==> src/rtl/cfg_chain_loader.sv <==
// cfg_chain_loader
//   Loads the serial configuration chain of switch-box / routing tiles.
//   Configuration words arrive over a valid/ready handshake. They are
//   shifted LSB first onto chain_data, with chain_en high for exactly
//   CHAIN_LEN shift cycles per load. Input stalls insert chain_en=0 gaps.
//
//   Optional build macro CFG_READBACK_EN adds a VERIFY pass. The chain is
//   rotated once through chain_ret, and the count of 1s returned is
//   compared against the count of 1s shifted in. Any difference sets error.
//
// Ports
//   prog_clk   configuration clock
//   rst        asynchronous, active-low reset
//   start      begin a load (sampled only in IDLE)
//   cfg_word   configuration word, LSB shifted first
//   cfg_valid  cfg_word valid
//   cfg_ready  loader accepts cfg_word this cycle
//   chain_data serial bit to first tile's prog_in
//   chain_en   shift enable to every tile's prog_en
//   chain_ret  tail tile's prog_out (used only with CFG_READBACK_EN)
//   busy       high whenever not IDLE
//   done       one-cycle completion pulse
//   error      readback mismatch flag (0 without CFG_READBACK_EN)
module cfg_chain_loader #(
   parameter int CHAIN_LEN = 32,
   parameter int WORD_W    = 8
) (
   input  logic              prog_clk,
   input  logic              rst,
   input  logic              start,
   input  logic [WORD_W-1:0] cfg_word,
   input  logic              cfg_valid,
   output logic              cfg_ready,
   output logic              chain_data,
   output logic              chain_en,
   input  logic              chain_ret,
   output logic              busy,
   output logic              done,
   output logic              error
);

   localparam int BW = $clog2(CHAIN_LEN + 1);
   localparam int WW = $clog2(WORD_W + 1);

   typedef enum logic [2:0] {
      IDLE   = 3'd0,
      FETCH  = 3'd1,
      SHIFT  = 3'd2,
`ifdef CFG_READBACK_EN
      VERIFY = 3'd3,
`endif
      DONE   = 3'd4
   } state_t;

   state_t            state;
   logic [BW-1:0]     bits_left;
   logic [WW-1:0]     wbits;
   logic [WORD_W-1:0] shreg;
   logic              en_q;
   logic              ready_q;
   logic              busy_q;
   logic              done_q;

`ifdef CFG_READBACK_EN
   logic [BW-1:0]     cnt_out;
   logic [BW-1:0]     cnt_ret;
   logic              error_q;
`endif

   // Bits taken from a freshly loaded word: the whole word, or only the
   // remainder of the chain for the final, partial word.
   function automatic logic [WW-1:0] first_wbits(input logic [BW-1:0] left);
      if (int'(left) >= WORD_W)
         return WW'(WORD_W);
      else
         return WW'(left);
   endfunction

   // cfg_ready is registered. It must be high in the cycle that shifts
   // the last bit of a word whenever more chain bits follow.
   function automatic logic ready_after(input logic [WW-1:0] w,
                                        input logic [BW-1:0] left);
      return (w == WW'(1)) && (left > BW'(1));
   endfunction

   always_ff @(posedge prog_clk or negedge rst) begin
      if (!rst) begin
         state     <= IDLE;
         bits_left <= '0;
         wbits     <= '0;
         shreg     <= '0;
         en_q      <= 1'b0;
         ready_q   <= 1'b0;
         busy_q    <= 1'b0;
         done_q    <= 1'b0;
`ifdef CFG_READBACK_EN
         cnt_out   <= '0;
         cnt_ret   <= '0;
         error_q   <= 1'b0;
`endif
      end else begin
         done_q <= 1'b0;
         case (state)
            IDLE: begin
               if (start) begin
                  state     <= FETCH;
                  busy_q    <= 1'b1;
                  ready_q   <= 1'b1;
                  bits_left <= BW'(CHAIN_LEN);
`ifdef CFG_READBACK_EN
                  cnt_out   <= '0;
                  cnt_ret   <= '0;
                  error_q   <= 1'b0;
`endif
               end
            end

            FETCH: begin
               if (cfg_valid) begin
                  shreg   <= cfg_word;
                  wbits   <= first_wbits(bits_left);
                  ready_q <= ready_after(first_wbits(bits_left), bits_left);
                  en_q    <= 1'b1;
                  state   <= SHIFT;
               end
            end

            SHIFT: begin
               shreg     <= shreg >> 1;
               wbits     <= wbits - WW'(1);
               bits_left <= bits_left - BW'(1);
`ifdef CFG_READBACK_EN
               cnt_out   <= cnt_out + BW'(shreg[0]);
`endif
               if (bits_left == BW'(1)) begin
                  ready_q <= 1'b0;
`ifdef CFG_READBACK_EN
                  // Keep shifting: the chain now rotates through chain_ret.
                  state     <= VERIFY;
                  bits_left <= BW'(CHAIN_LEN);
`else
                  state  <= DONE;
                  en_q   <= 1'b0;
                  done_q <= 1'b1;
`endif
               end else if (wbits == WW'(1)) begin
                  if (cfg_valid) begin
                     // Zero-bubble reload: next word's bit 0 is presented
                     // in the very next shift cycle.
                     shreg   <= cfg_word;
                     wbits   <= first_wbits(bits_left - BW'(1));
                     ready_q <= ready_after(first_wbits(bits_left - BW'(1)),
                                            bits_left - BW'(1));
                  end else begin
                     state   <= FETCH;
                     en_q    <= 1'b0;
                     ready_q <= 1'b1;
                  end
               end else begin
                  ready_q <= ready_after(wbits - WW'(1), bits_left - BW'(1));
               end
            end

`ifdef CFG_READBACK_EN
            VERIFY: begin
               cnt_ret   <= cnt_ret + BW'(chain_ret);
               bits_left <= bits_left - BW'(1);
               if (bits_left == BW'(1)) begin
                  state   <= DONE;
                  en_q    <= 1'b0;
                  done_q  <= 1'b1;
                  // Include the bit returning in this final cycle.
                  error_q <= (cnt_out != (cnt_ret + BW'(chain_ret)));
               end
            end
`endif

            DONE: begin
               state  <= IDLE;
               busy_q <= 1'b0;
            end

            default: begin
               state   <= IDLE;
               en_q    <= 1'b0;
               ready_q <= 1'b0;
               busy_q  <= 1'b0;
            end
         endcase
      end
   end

   assign cfg_ready = ready_q;
   assign chain_en  = en_q;
   assign busy      = busy_q;
   assign done      = done_q;

`ifdef CFG_READBACK_EN
   // During VERIFY the tail output is fed back to the head, so one full
   // pass of CHAIN_LEN shifts leaves every tile holding its own bit again.
   assign chain_data = (state == VERIFY) ? chain_ret : shreg[0];
   assign error      = error_q;
`else
   logic unused_ret;
   assign unused_ret = chain_ret;
   assign chain_data = shreg[0];
   assign error      = 1'b0;
`endif

endmodule

==> config.mk <==
export PLATFORM = sky130hd
export DESIGN_NAME = cfg_chain_loader
export DESIGN_NICKNAME = d
export VERILOG_FILES = /design/src/rtl/cfg_chain_loader.sv
export SDC_FILE = /design/constraint.sdc
export NUM_CORES = 1
export LEC_CHECK = 0
export BUFFER_PORTS_ARGS = -buffer_cell sky130_fd_sc_hd__buf_2
export CORE_MARGIN = 2
export CORE_UTILIZATION = 58
export CTS_CLUSTER_SIZE = 20
export DETAILED_ROUTE_END_ITERATION = 10
export GPL_ROUTABILITY_DRIVEN = 0
export HOLD_SLACK_MARGIN = 0.06
export PLACE_DENSITY = 0.77
export SKIP_LAST_GASP = 1
export SYNTH_ARGS = -nofsm -noshare
export SYNTH_HDL_FRONTEND = slang
export SYNTH_SLANG_ARGS = --single-unit
==> constraint.sdc <==
create_clock -name prog_clk -period 2.8 [get_ports prog_clk]
set_clock_uncertainty 0.2 [all_clocks]
set_input_delay 0.14 -clock prog_clk [delete_from_list [all_inputs] [get_ports prog_clk]]
set_output_delay 0.14 -clock prog_clk [all_outputs]
set_load 0.05 [all_outputs]
==> Word level (Yosys, flattened, before mapping) <==
Index checks and enable logic that the tools add are counted.
{ "op_classes": {"addsub": 2, "order_cmp": 4, "n_eq_ne": 12, "n_mux": 39, "n_bitwise": 3, "n_reduce_logical": 14} }
{ "ops": {"columns": ["op", "n"], "rows": [
  ["$mux 4", 11],
  ["$mux 8", 4],
  ["$eq 4x1->1 const B", 4],
  ["$pmux 8 s2", 1],
  ["$mux 3", 5],
  ["$ge 6x4->1 const B", 2],
  ["$gt 6x1->1 const B", 2],
  ["$pmux 6 s2", 1],
  ["$mux 1", 11],
  ["$pmux 3 s3", 1],
  ["$pmux 4 s2", 1],
  ["$reduce_and 4->1", 2],
  ["$eq 6x1->1 const B", 1],
  ["$mux 6", 1],
  ["$ne 3x3->1 const B", 2],
  ["$reduce_and 2->1", 3],
  ["$sub 6x1->6 const B", 1],
  ["$ne 2x2->1 const B", 2],
  ["$pmux 1 s4", 1],
  ["$reduce_bool 2->1", 2],
  ["$reduce_or 2->1", 2],
  ["$sub 4x1->4 const B", 1],
  ["$eq 3x1->1 const B", 1],
  ["$eq 3x2->1 const B", 1],
  ["7 further kinds", 11]
]} }
{ "word_totals": {"ff_bits": 25, "output_inout_bits": 6, "wordCells": 82} }

==> Depth between registers and ports, before layout <==
{ "logic_depth": {"depth_word": 13, "depth_mapped": 9, "ltp_nobuf": 7} }

==> Worst setup path after synthesis <==
Ideal clock, no wire load.
{ "synth_path": {"path_kind": "reg-to-reg", "start": "reg bits_left[0]", "end": "reg ready_q (netlist: cfg_ready)", "setup_ns": 0.140, "arrival_time_ns": 1.890, "required_ns": 2.460, "setup_slack_ns": 0.570, "path_stages_with_launch": 9, "cell_sequence": "dfrtp_1 clkbuf_1 inv_1 ha_1 o21ba_2 o21ai_0 a211oi_2 o2111a_1 o32ai_2"} }
{ "synth_between": {"elab_chain_cells": 13} }
{ "synth_lines": {"columns": ["item", "line", "rtl"], "rows": [
  ["start: declaration", "56", "logic [BW-1:0] bits_left;"],
  ["start signal: assignment", "109", "bits_left <= BW'(CHAIN_LEN);"],
  ["start signal: assignment", "131", "bits_left <= bits_left - BW'(1);"],
  ["$sub 6x1->6", "152, 153, 160", null],
  ["$ge 6x4->1", "73", "if (int'(left) >= WORD_W)"],
  ["$mux 4", "73", null],
  ["$mux 4", "147", "if (cfg_valid) begin"],
  ["$mux 4", "146", "end else if (wbits == WW'(1)) begin"],
  ["$mux 4", "135", "if (bits_left == BW'(1)) begin"],
  ["$mux 4", "103", "case (state)"],
  ["$eq 4x1->1", "83", "return (w == WW'(1)) && (left > BW'(1));"],
  ["$logic_and 1x1->1", "83", null],
  ["$mux 1", "147", null],
  ["$mux 1", "146", null],
  ["$mux 1", "135", null],
  ["$pmux 1 s4 *", "103", null],
  ["end signal: assignment", "122", "ready_q <= ready_after(first_wbits(bits_left), bits_left);"],
  ["end signal: assignment", "152", "ready_q <= ready_after(first_wbits(bits_left - BW'(1)),"],
  ["end signal: assignment", "160", "ready_q <= ready_after(wbits - WW'(1), bits_left - BW'(1));"],
  ["end: declaration", "60", "logic ready_q;"]
]} }
Mark *: on every way between the ends. The rest lies on a longest branch, timed or not. The select of a mux whose other input is x is not followed.
A chain may end at the register's enable or synchronous reset.

==> Final worst setup path <==
Same ends and word-level chain as after synthesis.

==> results.json <==
{
  "async_flop_share_pct": 100,
  "drtAntennaViolNets": 0,
  "rows": 19,
  "cts-root-buf": "clkbuf_4",
  "hold_viol": 0,
  "r2r-start": "bits_left[0]$_DFFE_PN0P_",
  "drv_slew": 0,
  "synth_top_area_share_pct": 36.7,
  "finalSetupViolCount": 0,
  "insertedDiodeCount": 0,
  "synth_nets": 215,
  "power_frac_seq_pct": 33.2,
  "rsz0062_at_grt": "no",
  "finalCritPeriodShare_pct": 90.2,
  "grt_pass1_wl_mm": 6.53,
  "cts_resized": 0,
  "setup_tns_ns": 0,
  "drive_above_1_share_pct": 13.6,
  "core_um2": 2780,
  "finalCriticalPeriod_ns": 2.52,
  "power_density_nw_per_um2": 1120,
  "fmax_mhz": 396,
  "ys.flop_type": "dfrtp_1",
  "cts_setup_buffers": 0,
  "hpwl_mm": 2.67,
  "cp-endpoint": "cfg_ready$_DFFE_PN0P_",
  "vias": 1534,
  "clock_path_buffers": 2,
  "drv_cap": 0,
  "dieWidth_um": 58.2,
  "drc_errors": 0,
  "clk_transition_reported_paths_ns": 0.15,
  "ys_warn_count": 0,
  "die_h_um": 58.2,
  "p_switching_uw": 1030,
  "drt-total-wl_mm": 3.77,
  "worstPathRequired_ns": 2.84,
  "routedWlPerCell_um": 15.4,
  "syn-instance-count": 195,
  "worst_slack_ns": 0.275,
  "p_comb_share_pct": 58.9,
  "r2r_cells": 7,
  "rrSetupSlack_ns": 0.28,
  "yosysMostFrequentCell": "dfrtp_1",
  "ioPinCount": 19,
  "synth_cell_type_count": 47,
  "drt-pass1-iter-count": 4,
  "nets": 234,
  "grt_use_total_pct": 24.4,
  "ys_seq_elements": 25,
  "critPathSlowestCell": "dfrtp_1",
  "total_leakage_power_uw": 0.000830,
  "swShare_pct": 48.2,
  "startpoint_type": "register",
  "dieArea_um2": 3390,
  "cp_slowest_stage_delay_ns": 0.54,
  "synth_edf_count": 0,
  "avgSynthCellArea_um2": 8.74,
  "slew-limit-headroom_pct": 56.2,
  "crit_path_cell_trace": "inv_1 > ha_1 > nor4bb_1 > mux2i_1 > a211oi_1 > a31oi_1 > o32ai_2",
  "synth_top_area_cell": "dfrtp_1",
  "status": "finished, final reports clean",
  "ctsHoldBuffers": 11,
  "port_buffers": 16,
  "worst_pin_slew_ns": 0.649,
  "worstSetupPathType": "reg2reg",
  "pre_cts_ws_ns": 0.344,
  "numCtsBuffers": 3,
  "cp_max_fo": 13,
  "cts.htree.levels": 1,
  "cts_tree": "built",
  "antenna_found_initial": 0,
  "grt_start_max_net_pins": 26,
  "cts_sinks": 25,
  "grt_pass1_vias": 1538,
  "first_iter_violations": 81,
  "synth_area_leaders": "dfrtp_1 37%, ha_1 5.1%, nor2_1 4.6%, a221o_1 4.1%, nor2b_1 4.0%",
  "p_int_uw": 1110,
  "power.clock.fraction_pct": 7.9,
  "worstSetupStartpoint": "bits_left[0]$_DFFE_PN0P_",
  "netlist_area_um2": 1700,
  "worst_setup_path_end_kind": "register",
  "hp-class": "in2async",
  "grt_overflow": 0,
  "area_growth_pct": 11.9,
  "seq_area_frac_synth_pct": 36.7,
  "ir_drop_v": 0.000707,
  "synthTopCellsByCount": "25 x dfrtp_1, 21 x nor2_1, 12 x nand2_1",
  "start_util_pct": 61.3,
  "routed_via_density": 6.29,
  "clock_latency_ns": 0.32,
  "critPathArrivalTime_ns": 2.56,
  "timing.rr.end": "cfg_ready$_DFFE_PN0P_"
}
[registers in the layout, summed over array words and instances, names as in the netlist]
signal,flops
done,1
wbits,4
chain_en,1
shreg,8
bits_left,6
busy,1
state,3
cfg_ready,1
[logic make-up (layout without fill, tap and decap cells)]
kind of cell               Yosys count  in the layout  share of synthesized area (%)
other                                1              1                          0.220
buffers and inverters               24             42                           6.39
xor gates and xnor gates             4              4                           2.06
muxes                                3              3                           1.76
DFF                                 25             25                           36.7
adders and majority gates            7              7                           5.14
AOI/OAI and AO/OA                   59             59                           25.2
and+or+nand+nor                     72             72                           22.5
[power by group through the flow]
stage | logic (uW) | registers (uW) | clock network (uW)
floorplan | 1010 | 685 | 0
global placement | 1190 | 693 | 0
detailed placement | 1230 | 711 | 0
CTS | 1250 | 703 | 170
global route | 1400 | 735 | 184
finish | 1260 | 707 | 169
[layout make-up]
cell class	count	area (um^2)
flip-flops and latches	25	626
clock inverters	1	7.51
inverters	8	30.0
repair buffers	30	213
clock buffers	3	22.5
fillers	231	875
well taps	31	38.8
multi-input cells	146	970
[layer usage]
layer	track usage [%]	vias up	routed length, um
li1	-	736	-
met1	31.9	759	1720
met2	40.6	30	1860
met3	2.46	9	115
met4	11.6	0	73
met5	0	-	0
[critical path, delay by kind of cell, from the launching register on]
kind | cells | cell delay [ns]
mux | 1 | 0.16
simple gates | 1 | 0.32
buf+inv | 1 | 0.17
flops | 1 | 0.54
compound gates | 3 | 0.80
fa+ha+maj | 1 | 0.25
[worst min-delay path by stage]
stage                     slack, ns                        to  start  depth (start not counted)
after floorplan               -0.36  bits_left[0]$_DFFE_PN0P_    rst                          0
after global placement        -0.05  bits_left[4]$_DFFE_PN0P_    rst                          1
after detailed placement      -0.04  bits_left[4]$_DFFE_PN0P_    rst                          1
after CTS                      0.13      shreg[0]$_DFFE_PN0P_    rst                          2
after global routing           0.17      shreg[0]$_DFFE_PN0P_    rst                          2
final                          0.12      shreg[0]$_DFFE_PN0P_    rst                          2
[per-stage QoR]
stage / power (uW) / util [%] / cells / hold WS [ns] / cell area, um^2
2_1_floorplan: 1700 / - / 195 / -0.356 / 1700
5_1_grt: 2320 / 68.6 / 244 / 0.165 / 1910
3_3_place_gp: 1880 / 63.5 / 229 / -0.0476 / 1770
3_5_place_dp: 1950 / 63.5 / 229 / -0.0418 / 1770
4_1_cts: 2130 / 68.6 / 244 / 0.134 / 1910
6_report: 2130 / 68.6 / 244 / 0.117 / 1910
[cell usage in the layout, fill, tap and decap left out, drive strengths merged, types with 4 or more instances in the layout]
cell type    Yosys  layout
nor3             6       6
o31ai            4       4
buf              6      19
nand3            5       5
a31oi            6       6
nand2b           5       5
a221o            7       7
ha               7       7
dfrtp           25      25
inv              8       8
a21oi            9       9
nor2            22      22
o21ai           12      12
dlygate4sd3      0      11
nand2           12      12
nor2b           11      11
Note: power is estimated with default switching activity, not from simulation.
